File: config.mk
export PLATFORM = sky130hd
export DESIGN_NAME = seg_led_display_flat
export DESIGN_NICKNAME = d
export VERILOG_FILES = /design/src/rtl/seg_led_display_if.sv /design/src/rtl/seg_led_display.sv /design/src/flat_wrapper.sv
export SDC_FILE = /design/constraint.sdc
export NUM_CORES = 1
export LEC_CHECK = 0
export ABC_AREA = 1
export ABC_CLOCK_PERIOD_IN_PS = 2460
export BUFFER_PORTS_ARGS = -buffer_cell sky130_fd_sc_hd__buf_2
export CORE_MARGIN = 4
export CORE_UTILIZATION = 53
export DETAILED_ROUTE_END_ITERATION = 8
export PLACE_DENSITY_LB_ADDON = 0.1
export RECOVER_POWER = 25
export SLEW_MARGIN = 15
export SYNTH_ARGS = -nofsm -noshare
export SYNTH_HDL_FRONTEND = slang
export SYNTH_SLANG_ARGS = --single-unit
File: constraint.sdc
create_clock -name clk -period 2.46 [get_ports clk]
set_clock_uncertainty 0.2 [all_clocks]
set_input_delay 0.492 -clock clk [delete_from_list [all_inputs] [get_ports clk]]
set_output_delay 0.492 -clock clk [all_outputs]
set_load 0.02 [all_outputs]
File: src/rtl/seg_led_display_if.sv
// rtl/seg_led_display_if.sv - display/LED bus between board logic and seg_led_display
// Optional SEG_BLINK_EN adds the per-digit blink mask.
interface seg_led_display_if #(
  parameter int DIGITS = 4,
  parameter int LED_W  = 16
);
  logic [4*DIGITS-1:0] digit_data;
  logic [DIGITS-1:0]   digit_en;
  logic [DIGITS-1:0]   dp_in;
  logic [1:0]          led_mode;
`ifdef SEG_BLINK_EN
  logic [DIGITS-1:0]   blink;
`endif
  logic [DIGITS-1:0]   sel;
  logic [6:0]          light;
  logic                dp;
  logic [LED_W-1:0]    leds;

`ifdef SEG_BLINK_EN
  modport master (output digit_data, digit_en, dp_in, led_mode, blink,
                  input  sel, light, dp, leds);
  modport slave  (input  digit_data, digit_en, dp_in, led_mode, blink,
                  output sel, light, dp, leds);
`else
  modport master (output digit_data, digit_en, dp_in, led_mode,
                  input  sel, light, dp, leds);
  modport slave  (input  digit_data, digit_en, dp_in, led_mode,
                  output sel, light, dp, leds);
`endif
endinterface

File: src/rtl/seg_led_display.sv
// rtl/seg_led_display.sv - multiplexed seven-segment scanner and animated LED bar
// Optional SEG_BLINK_EN: blink mask toggles masked digits every 256 scan steps.
module seg_led_display #(
  parameter int DIGITS   = 4,
  parameter int SCAN_DIV = 100000,
  parameter int LED_W    = 16,
  parameter int LED_DIV  = 5000000
) (
  input  logic             clk,
  input  logic             rst,
  seg_led_display_if.slave bus
);
  localparam int SCAN_CW = $clog2(SCAN_DIV + 1);
  localparam int LED_CW  = $clog2(LED_DIV + 1);
  localparam int IDX_W   = $clog2(DIGITS);

  typedef enum logic [1:0] {
    MODE_OFF    = 2'b00,
    MODE_ROTATE = 2'b01,
    MODE_BOUNCE = 2'b10,
    MODE_FILL   = 2'b11
  } led_mode_t;

  function automatic logic [6:0] hex_decode(input logic [3:0] nib);
    case (nib)
      4'h0: hex_decode = 7'b0000001;
      4'h1: hex_decode = 7'b1001111;
      4'h2: hex_decode = 7'b0010010;
      4'h3: hex_decode = 7'b0000110;
      4'h4: hex_decode = 7'b1001100;
      4'h5: hex_decode = 7'b0100100;
      4'h6: hex_decode = 7'b0100000;
      4'h7: hex_decode = 7'b0001111;
      4'h8: hex_decode = 7'b0000000;
      4'h9: hex_decode = 7'b0000100;
      4'hA: hex_decode = 7'b0001000;
      4'hB: hex_decode = 7'b1100000;
      4'hC: hex_decode = 7'b0110001;
      4'hD: hex_decode = 7'b1000010;
      4'hE: hex_decode = 7'b0110000;
      default: hex_decode = 7'b0111000;
    endcase
  endfunction

  logic [SCAN_CW-1:0] scan_cnt;
  logic [LED_CW-1:0]  led_cnt;
  logic               scan_tick;
  logic               led_tick;
  logic [IDX_W-1:0]   idx;
  logic [DIGITS-1:0]  sel_q;
  logic [6:0]         light_q;
  logic               dp_q;
  logic [LED_W-1:0]   leds_q;
  logic               dir_left;
  led_mode_t          last_mode;
  led_mode_t          mode_in;
  logic [DIGITS-1:0]  vis;
  logic [3:0]         nib;
  logic               shown;

  assign scan_tick = (scan_cnt == SCAN_CW'(SCAN_DIV - 1));
  assign led_tick  = (led_cnt == LED_CW'(LED_DIV - 1));
  assign mode_in   = led_mode_t'(bus.led_mode);

`ifdef SEG_BLINK_EN
  logic [7:0] blink_cnt;
  logic       blink_on;

  always_ff @(posedge clk or posedge rst) begin
    if (rst) begin
      blink_cnt <= '0;
      blink_on  <= 1'b1;
    end else if (scan_tick) begin
      blink_cnt <= blink_cnt + 8'd1;
      if (blink_cnt == 8'hFF) blink_on <= ~blink_on;
    end
  end

  // Off phase hides blinking digits exactly as if they were disabled.
  assign vis = bus.digit_en & ~(bus.blink & {DIGITS{~blink_on}});
`else
  assign vis = bus.digit_en;
`endif

  assign nib   = bus.digit_data[{idx, 2'b00} +: 4];
  assign shown = vis[idx];

  always_ff @(posedge clk or posedge rst) begin
    if (rst) begin
      scan_cnt <= '0;
      idx      <= '0;
      sel_q    <= '1;
      light_q  <= 7'b1111111;
      dp_q     <= 1'b1;
    end else if (scan_tick) begin
      scan_cnt <= '0;
      sel_q    <= ~(DIGITS'(1) << idx);
      light_q  <= shown ? hex_decode(nib) : 7'b1111111;
      dp_q     <= ~(bus.dp_in[idx] & shown);
      idx      <= (idx == IDX_W'(DIGITS - 1)) ? '0 : idx + 1'b1;
    end else begin
      scan_cnt <= scan_cnt + 1'b1;
    end
  end

  // A mode change only loads the start frame; animation resumes on the next tick.
  always_ff @(posedge clk or posedge rst) begin
    if (rst) begin
      led_cnt   <= '0;
      leds_q    <= '0;
      dir_left  <= 1'b1;
      last_mode <= MODE_OFF;
    end else if (led_tick) begin
      led_cnt <= '0;
      if (mode_in != last_mode) begin
        leds_q    <= (mode_in == MODE_OFF) ? '0 : LED_W'(1);
        dir_left  <= 1'b1;
        last_mode <= mode_in;
      end else begin
        case (last_mode)
          MODE_OFF: leds_q <= '0;
          MODE_ROTATE: begin
            if (leds_q == '0) leds_q <= LED_W'(1);
            else              leds_q <= {leds_q[LED_W-2:0], leds_q[LED_W-1]};
          end
          MODE_BOUNCE: begin
            if (leds_q == '0) begin
              leds_q <= LED_W'(1);
            end else if (dir_left) begin
              if (leds_q[LED_W-1]) begin
                leds_q   <= leds_q >> 1;
                dir_left <= 1'b0;
              end else begin
                leds_q <= leds_q << 1;
              end
            end else begin
              if (leds_q[0]) begin
                leds_q   <= leds_q << 1;
                dir_left <= 1'b1;
              end else begin
                leds_q <= leds_q >> 1;
              end
            end
          end
          default: leds_q <= {leds_q[LED_W-2:0], ~leds_q[LED_W-1]};
        endcase
      end
    end else begin
      led_cnt <= led_cnt + 1'b1;
    end
  end

  assign bus.sel   = sel_q;
  assign bus.light = light_q;
  assign bus.dp    = dp_q;
  assign bus.leds  = leds_q;
endmodule

File: src/flat_wrapper.sv
// flat-port wrapper written by rule: the top's interface ports become plain ports
module seg_led_display_flat 
#(
  parameter int DIGITS   = 4,
  parameter int SCAN_DIV = 100000,
  parameter int LED_W    = 16,
  parameter int LED_DIV  = 5000000
)
  (clk, rst, bus_digit_data, bus_digit_en, bus_dp_in, bus_led_mode, bus_sel, bus_light, bus_dp, bus_leds);
  seg_led_display_if #(.DIGITS(DIGITS), .LED_W(LED_W)) bus_i ();
  input  logic clk;
  input  logic rst;
  input wire logic [$bits(bus_i.digit_data)-1:0] bus_digit_data;
  input wire logic [$bits(bus_i.digit_en)-1:0] bus_digit_en;
  input wire logic [$bits(bus_i.dp_in)-1:0] bus_dp_in;
  input wire logic [$bits(bus_i.led_mode)-1:0] bus_led_mode;
  output wire logic [$bits(bus_i.sel)-1:0] bus_sel;
  output wire logic [$bits(bus_i.light)-1:0] bus_light;
  output wire logic [$bits(bus_i.dp)-1:0] bus_dp;
  output wire logic [$bits(bus_i.leds)-1:0] bus_leds;
  assign bus_i.digit_data = bus_digit_data;
  assign bus_i.digit_en = bus_digit_en;
  assign bus_i.dp_in = bus_dp_in;
  assign bus_i.led_mode = bus_led_mode;
  assign bus_sel = bus_i.sel;
  assign bus_light = bus_i.light;
  assign bus_dp = bus_i.dp;
  assign bus_leds = bus_i.leds;
  seg_led_display #(.DIGITS(DIGITS), .SCAN_DIV(SCAN_DIV), .LED_W(LED_W), .LED_DIV(LED_DIV)) u_core (.clk(clk), .rst(rst), .bus(bus_i));
endmodule
==> results of run 1 <==
==> Yosys cell counts, types with 6 or more instances <==
cell	number	area share, %
a21oi_1	10	1.1
buf_2	9	0.95
dfrtp_1	60	32
dfstp_2	13	7.2
ha_1	12	3.2
inv_1	79	6.2
inv_2	8	0.63
nand2_1	226	18
nand2_2	6	0.79
nand3_1	66	6.9
nand4_1	21	2.8
nor2_1	83	6.5
nor2_4	7	1.7
nor3_1	12	1.3
o21ai_0	16	1.7
o21ai_1	6	0.63
xnor2_1	7	1.3
xor2_1	18	3.3
==> layout make-up <==
cell class | count | area [um^2]
timing repair buffer | 61 | 335
clock inverter | 7 | 125
tap | 108 | 135
inverter | 88 | 332
clock buffer | 9 | 124
sequential | 73 | 1840
multi-input combinational | 512 | 2500
fill | 835 | 3330
==> what timing repair did <==
action,4_1_cts,5_1_grt
hold buffers,1,0
buffers inserted,0,0
hold endpoints to repair,9,0
setup endpoints to repair,0,0
==> worst paths after layout <==
kind | from | slack [ns] | cells past startpoint | endpoint
worst max-delay path | u_core.idx[0]$_DFFE_PP0N_ | 0.27 | 12 | u_core.bus.light[6]$_DFFE_PP1N_
worst min-delay path | bus_led_mode[1] | 0.25 | 3 | u_core.last_mode[1]$_DFFE_PP0P_
worst max register to register | u_core.idx[0]$_DFFE_PP0N_ | 0.27 | 12 | u_core.bus.light[6]$_DFFE_PP1N_
worst min register to register | u_core.scan_cnt[0]$_DFF_PP0_ | 0.26 | 1 | u_core.scan_cnt[0]$_DFF_PP0_
max in group asynchronous | rst | 0.60 | 4 | u_core.dir_left$_DFFE_PP1P_
min in group asynchronous | rst | 0.67 | 3 | u_core.scan_cnt[15]$_DFF_PP0_
==> critical path: cells and delay by family (launching register included) <==
| family | cells | cell delay [ns] |
|---|---|---|
| adders and majority gates | 1 | 0.24 |
| buffers and inverters | 4 | 0.43 |
| DFF | 1 | 0.57 |
| and+or+nand+nor | 7 | 0.69 |
==> sequential cells by signal, summed over array words and instances, names as in the netlist <==
name / count
u_core.bus.light: 7
u_core.bus.leds: 16
u_core.last_mode: 2
u_core.bus.sel: 4
u_core.bus.dp: 1
u_core.dir_left: 1
u_core.led_cnt: 23
u_core.idx: 2
u_core.scan_cnt: 17
==> cells in the final DEF, fill, tap and decap left out, types with 9 or more instances in the layout <==
master      n
nand2_1   226
o21ai_0    16
nor2_1     84
nand3_1    67
inv_1      78
a21oi_1    10
nand4_1    21
buf_2      55
dfstp_2    13
xor2_1     18
clkbuf_8    9
dfrtp_1    60
nor3_1     12
ha_1       12
==> where the power goes <==
group	internal [W]	switching, W	leakage, nW	total [W]
Combinational	0.0000430	0.0000815	1.81	0.000125
Clock	0.000686	0.000501	0.125	0.00119
Sequential	0.00120	0.00000138	0.854	0.00120
==> cell families after synthesis <==
| group | count (synthesis) | synth area share [%] |
|---|---|---|
| adder cells (fa/ha/maj) | 12 | 3.15 |
| buffers and inverters | 102 | 8.66 |
| XOR/XNOR | 25 | 4.59 |
| AND/OR/NAND/NOR | 438 | 40.7 |
| AO/OA/AOI/OAI | 37 | 4.20 |
| flip-flops | 73 | 38.7 |
==> through the flow <==
| step | total power (W) | setup WS, ns | std cells | util, % | hold WS [ns] |
|---|---|---|---|---|---|
| after floorplan | 0.00130 | 0.532 | 687 | - | 0.230 |
| after global placement | 0.00135 | 0.365 | 841 | 59.0 | 0.253 |
| after detailed placement | 0.00135 | 0.278 | 841 | 59.0 | 0.262 |
| after CTS | 0.00254 | 0.278 | 858 | 62.0 | 0.238 |
| after global routing | 0.00262 | 0.0230 | 858 | 61.8 | 0.268 |
| final | 0.00252 | 0.269 | 858 | 61.8 | 0.251 |
==> routing by layer <==
metal,track usage [%],up-vias
li1,-,2268
met1,28.4,1985
met2,37.0,132
met3,3.59,21
met4,7.87,0
met5,0,-
==> flow_metrics.py, run 1 <==
metrics = {
    "sta": {
        "finalCritPeriodShare_pct": 89.1,
        "post-route-min-period_ns": 2.19,
        "rsz0062_at_grt": "false",
        "slew_headroom_pct": 29.8,
        "finalHoldViolCount": 0,
        "setup_tns_ns": 0,
        "setup_viol": 0,
        "tightest_slew_ns": 1.05,
        "drv_slew": 0,
        "timing.fmax_mhz": 456,
    },
    "logic_synthesis": {
        "avgSynthCellArea_um2": 6.94,
        "ys_seq_elements": 73,
        "yosysSeqAreaShare_pct": 38.7,
        "post_synth_num_cell_types": 33,
        "synthCells": 687,
        "syn-cell-area_mm2": 0.00477,
        "synth_edf_count": 0,
        "syn_nets": 727,
        "ys_warn_count": 0,
        "async_reset_ff_share_pct": 100,
        "ys.flop_type": "dfrtp_1",
    },
    "clocking": {
        "cts_sinks": 73,
        "path_clk_slew_ns": 0.08,
        "clockBufferDepth": 2,
        "cts_root_buf": "clkbuf_8",
        "ctsResizeCount": 0,
        "cts_made_buffers": 9,
        "htreeDepth": 3,
        "clk-insertion-delay-late_ns": 0.35,
        "cts_tree": "yes",
    },
    "critical_path": {
        "setup.worst_path.start_class": "flip-flop",
        "crit_top_cell": "nand3_1",
        "slowest_stage": "dfrtp_1",
        "slowest_delay_ns": 0.57,
        "worstPathRequired_ns": 2.55,
        "crit_arrival_ns": 2.28,
        "cp_max_fo": 14,
        "end_kind": "flip-flop",
        "crit_chain": "inv_2, nand2_1, nand3_1, nand2_1, inv_1, ha_1, inv_1, nand3_1, nand3_1, nand3_1, nand2_1, inv_1",
        "criticalPathCategory": "flip-flop to flip-flop",
    },
    "route": {
        "wire_per_inst_um": 12.7,
        "vias": 4406,
        "viasPerCell": 5.14,
        "ant_nets": 0,
        "wl_met2_um": 5110,
        "wirelength_um": 10900,
        "drc_errors": 0,
        "wl_met1_um": 4910,
        "topRoutingLayerUsed": "met4",
        "dr.pass1.iters": 4,
        "wl_met3_um": 644,
        "drtIter0Drc": 124,
    },
    "floorplanning": {
        "initial_utilization_pct": 54.6,
        "core_area_mm2": 0.00872,
        "die_w_um": 103,
        "dieArea_mm2": 0.0106,
        "rows": 34,
        "die_h_um": 103,
        "ios": 56,
    },
    "flow_run": {
        "cap_violations": 0,
    },
    "place": {
        "postPlaceCellArea_mm2": 0.00515,
        "io_buffers": 55,
        "place_congestion": 0.935,
        "dp_hpwl_um": 8080,
    },
    "final_layout": {
        "n_antenna_cell": 0,
        "final_area_mm2": 0.00539,
        "final_layout_size_suffix_gt1_share_pct": 16.9,
        "finalNetCount": 785,
        "area_growth_pct": 13.1,
    },
    "grt": {
        "grt_max_degree": 53,
        "overflow": 0,
        "grt_usage_pct": 21.9,
        "grt_pass1_wl_um": 18600,
        "grt_pass1_vias": 4132,
        "grt_antenna_before_repair": 0,
    },
    "outcome": {
        "status": "completed",
    },
    "min_path": {
        "min_path_type": "input pin to flip-flop",
    },
    "pwr": {
        "vdd_drop_max_mv": 0.317,
        "power_density_mw_per_mm2": 467,
        "leakagePower_nw": 2.79,
    },
}
No activity file was read; power rests on OpenSTA's default activity.
==> run 2: changes to the inputs <==
--- a/config.mk
+++ b/config.mk
@@ -6,10 +6,10 @@
 export NUM_CORES = 1
 export LEC_CHECK = 0
 export ABC_AREA = 1
-export ABC_CLOCK_PERIOD_IN_PS = 2460
+export ABC_CLOCK_PERIOD_IN_PS = 2100
 export BUFFER_PORTS_ARGS = -buffer_cell sky130_fd_sc_hd__buf_2
-export CORE_MARGIN = 4
-export CORE_UTILIZATION = 53
+export CORE_MARGIN = 3
+export CORE_UTILIZATION = 59
 export DETAILED_ROUTE_END_ITERATION = 8
 export PLACE_DENSITY_LB_ADDON = 0.1
 export RECOVER_POWER = 25
==> constraint.sdc (replaced) <==
create_clock -name clk -period 2.1 [get_ports clk]
set_clock_uncertainty 0.2 [all_clocks]
set_input_delay 0.42 -clock clk [delete_from_list [all_inputs] [get_ports clk]]
set_output_delay 0.42 -clock clk [all_outputs]
set_load 0.02 [all_outputs]
==> run 2 against run 1 <==
Compared with the run above: fmax up 13%; critical path type unchanged; combinational power up 18%; setup slack worse by 0.11 ns; highest routed layer unchanged; largest cell class unchanged; cell count down 0.12%; critical path depth down 2; sequential cell count unchanged.
==> flow_metrics.py, run 2 (synthesis results as in run 1) <==
metrics = {
    "floorplanning": {
        "dieArea_mm2": 0.00919,
        "die_w_um": 95.9,
        "initial_utilization_pct": 61.4,
        "core_area_mm2": 0.00777,
        "die_h_um": 95.9,
        "rows": 32,
        "ios": 56,
    },
    "clocking": {
        "clk-insertion-delay-late_ns": 0.35,
        "cts_sinks": 73,
        "htreeDepth": 3,
        "cts_root_buf": "clkbuf_8",
        "cts_tree": "yes",
        "clockBufferDepth": 2,
        "post_cts_buffers": 0,
        "cts_made_buffers": 9,
        "path_clk_slew_ns": 0.08,
    },
    "final_layout": {
        "largest_reg_flops": 23,
        "largest_register": "u_core.led_cnt",
        "final_core_util_pct": 69.8,
        "multi_input_area_mm2": 0.00252,
        "final_cell_mix": "nand2_1, nor2_1, inv_1, nand3_1, dfrtp_1",
        "final_layout_size_suffix_gt1_share_pct": 18.3,
        "n_antenna_cell": 0,
        "register_area_mm2": 0.00184,
        "fillers": 684,
        "final_common_cell": "nand2_1",
        "area_growth_pct": 13.7,
        "finalNetCount": 790,
    },
    "outcome": {
        "status": "completed",
    },
    "critical_path": {
        "cp_max_fo": 14,
        "rr_endpoint": "u_core.bus.light[1]$_DFFE_PP1N_",
        "r2r-start": "u_core.idx[0]$_DFFE_PP0N_",
        "criticalPathCategory": "flip-flop to flip-flop",
        "setup.worst_path.start_class": "flip-flop",
        "end_kind": "flip-flop",
        "slowest_stage": "dfrtp_2",
        "crit_arrival_ns": 2.02,
        "crit_chain": "inv_4, nand2_1, nand3_1, nand2_2, inv_1, ha_1, inv_1, nor3_1, nor2_1, a21oi_2",
        "crit_top_cell": "inv_1",
        "slowest_delay_ns": 0.47,
        "reg2regPathDepth": 10,
        "worstPathRequired_ns": 2.19,
        "timing.reg2reg.setup_slack_ns": 0.16,
    },
    "sta": {
        "tightest_slew_ns": 0.907,
        "finalHoldViolCount": 0,
        "finalCritPeriodShare_pct": 92.2,
        "setup_tns_ns": 0,
        "setup_viol": 0,
        "timing.fmax_mhz": 516,
        "post-route-min-period_ns": 1.94,
        "rsz0062_at_grt": "false",
        "slew_headroom_pct": 39.2,
        "drv_slew": 0,
    },
    "min_path": {
        "min_path_type": "input pin to flip-flop",
        "whs_path_depth": 3,
        "min_from": "bus_led_mode[1]",
        "worst_hold_path.endpoint": "u_core.last_mode[1]$_DFFE_PP0P_",
    },
    "route": {
        "ant_nets": 0,
        "wirelength_um": 10600,
        "viasPerCell": 5.20,
        "dr.pass1.iters": 5,
        "drtIter0Drc": 318,
        "drc_errors": 0,
        "wire_per_inst_um": 12.4,
        "vias": 4458,
    },
    "grt": {
        "grt_antenna_before_repair": 0,
        "grt_usage_pct": 25.0,
        "overflow": 0,
        "grt_pass1_wl_um": 18400,
        "grt_pass1_vias": 4118,
        "grt_max_degree": 38,
    },
    "place": {
        "place_congestion": 0.917,
        "io_buffers": 55,
        "dp_hpwl_um": 7970,
    },
    "pwr": {
        "leakagePower_nw": 2.81,
        "vdd_drop_max_mv": 0.338,
        "power_density_mw_per_mm2": 514,
    },
    "flow_run": {
        "cap_violations": 0,
    },
}
[run 2: cell count changes in the layout (fill, tap and decap cells not counted), sizes merged]
| cell | change |
|---|---|
| buf | +5 |
| clkinv | +3 |
| inv | -2 |
| bufinv | -1 |
[run 2: how the worst max path moves through the flow]
stage	start	to	slack, ns
6_report	u_core.idx[0]$_DFFE_PP0N_	u_core.bus.light[1]$_DFFE_PP1N_	0.16
4_1_cts	u_core.idx[0]$_DFFE_PP0N_	u_core.bus.light[4]$_DFFE_PP1N_	0.001
3_3_place_gp	u_core.idx[0]$_DFFE_PP0N_	u_core.bus.light[6]$_DFFE_PP1N_	0.14
3_5_place_dp	u_core.idx[0]$_DFFE_PP0N_	u_core.bus.light[4]$_DFFE_PP1N_	0.03
5_1_grt	u_core.idx[0]$_DFFE_PP0N_	u_core.bus.light[6]$_DFFE_PP1N_	0.002
2_1_floorplan	u_core.idx[0]$_DFFE_PP0N_	u_core.bus.light[6]$_DFFE_PP1N_	0.17
[run 2: power by group]
| group | total (W) | switching (W) | internal, W |
|---|---|---|---|
| Sequential | 0.00141 | 0.00000188 | 0.00141 |
| Clock | 0.00122 | 0.000556 | 0.000669 |
| Combinational | 0.000148 | 0.0000947 | 0.0000532 |
[run 2: critical path, delay by kind of cell (launching register included)]
kind | cells | cell delay [ns]
compound gates | 1 | 0.12
buf+inv | 3 | 0.34
fa+ha+maj | 1 | 0.19
flops | 1 | 0.47
simple gates | 5 | 0.56
[run 2: routing by layer]
metal	track usage [%]	share of wire (%)	up-vias
met4	6.75	1.1	0
met5	0	0	-
met1	33.7	46	2032
met2	40.8	48	128
li1	-	-	2286
met3	5.39	5.3	12
[run 2: repair_timing]
item                                    in CTS  in global routing
endpoints found under the setup margin       0                  9
hold endpoints to repair                    12                  0
gates resized for setup                      0                  7
hold buffers                                 1                  0
[run 2: layout make-up]
| type | instances | area share (%) |
|---|---|---|
| Timing Repair Buffer | 66 | 6.88 |
| Multi-Input combinational cell | 512 | 46.5 |
| Tap cell | 102 | 2.35 |
| Inverter | 88 | 6.21 |
| Sequential cell | 73 | 34.0 |
| Clock inverter | 7 | 1.71 |
| Clock buffer | 9 | 2.29 |
[run 2: metrics by stage]
step,instance area (um^2),hold slack (ns),instances,setup WS [ns],power (W)
2_1_floorplan,4770,0.230,687,0.172,0.00153
3_3_place_gp,5180,0.244,840,0.140,0.00158
3_5_place_dp,5180,0.256,840,0.0328,0.00159
4_1_cts,5400,0.169,857,0.000996,0.00281
5_1_grt,5420,0.176,857,0.00154,0.00291
6_report,5420,0.178,857,0.164,0.00278
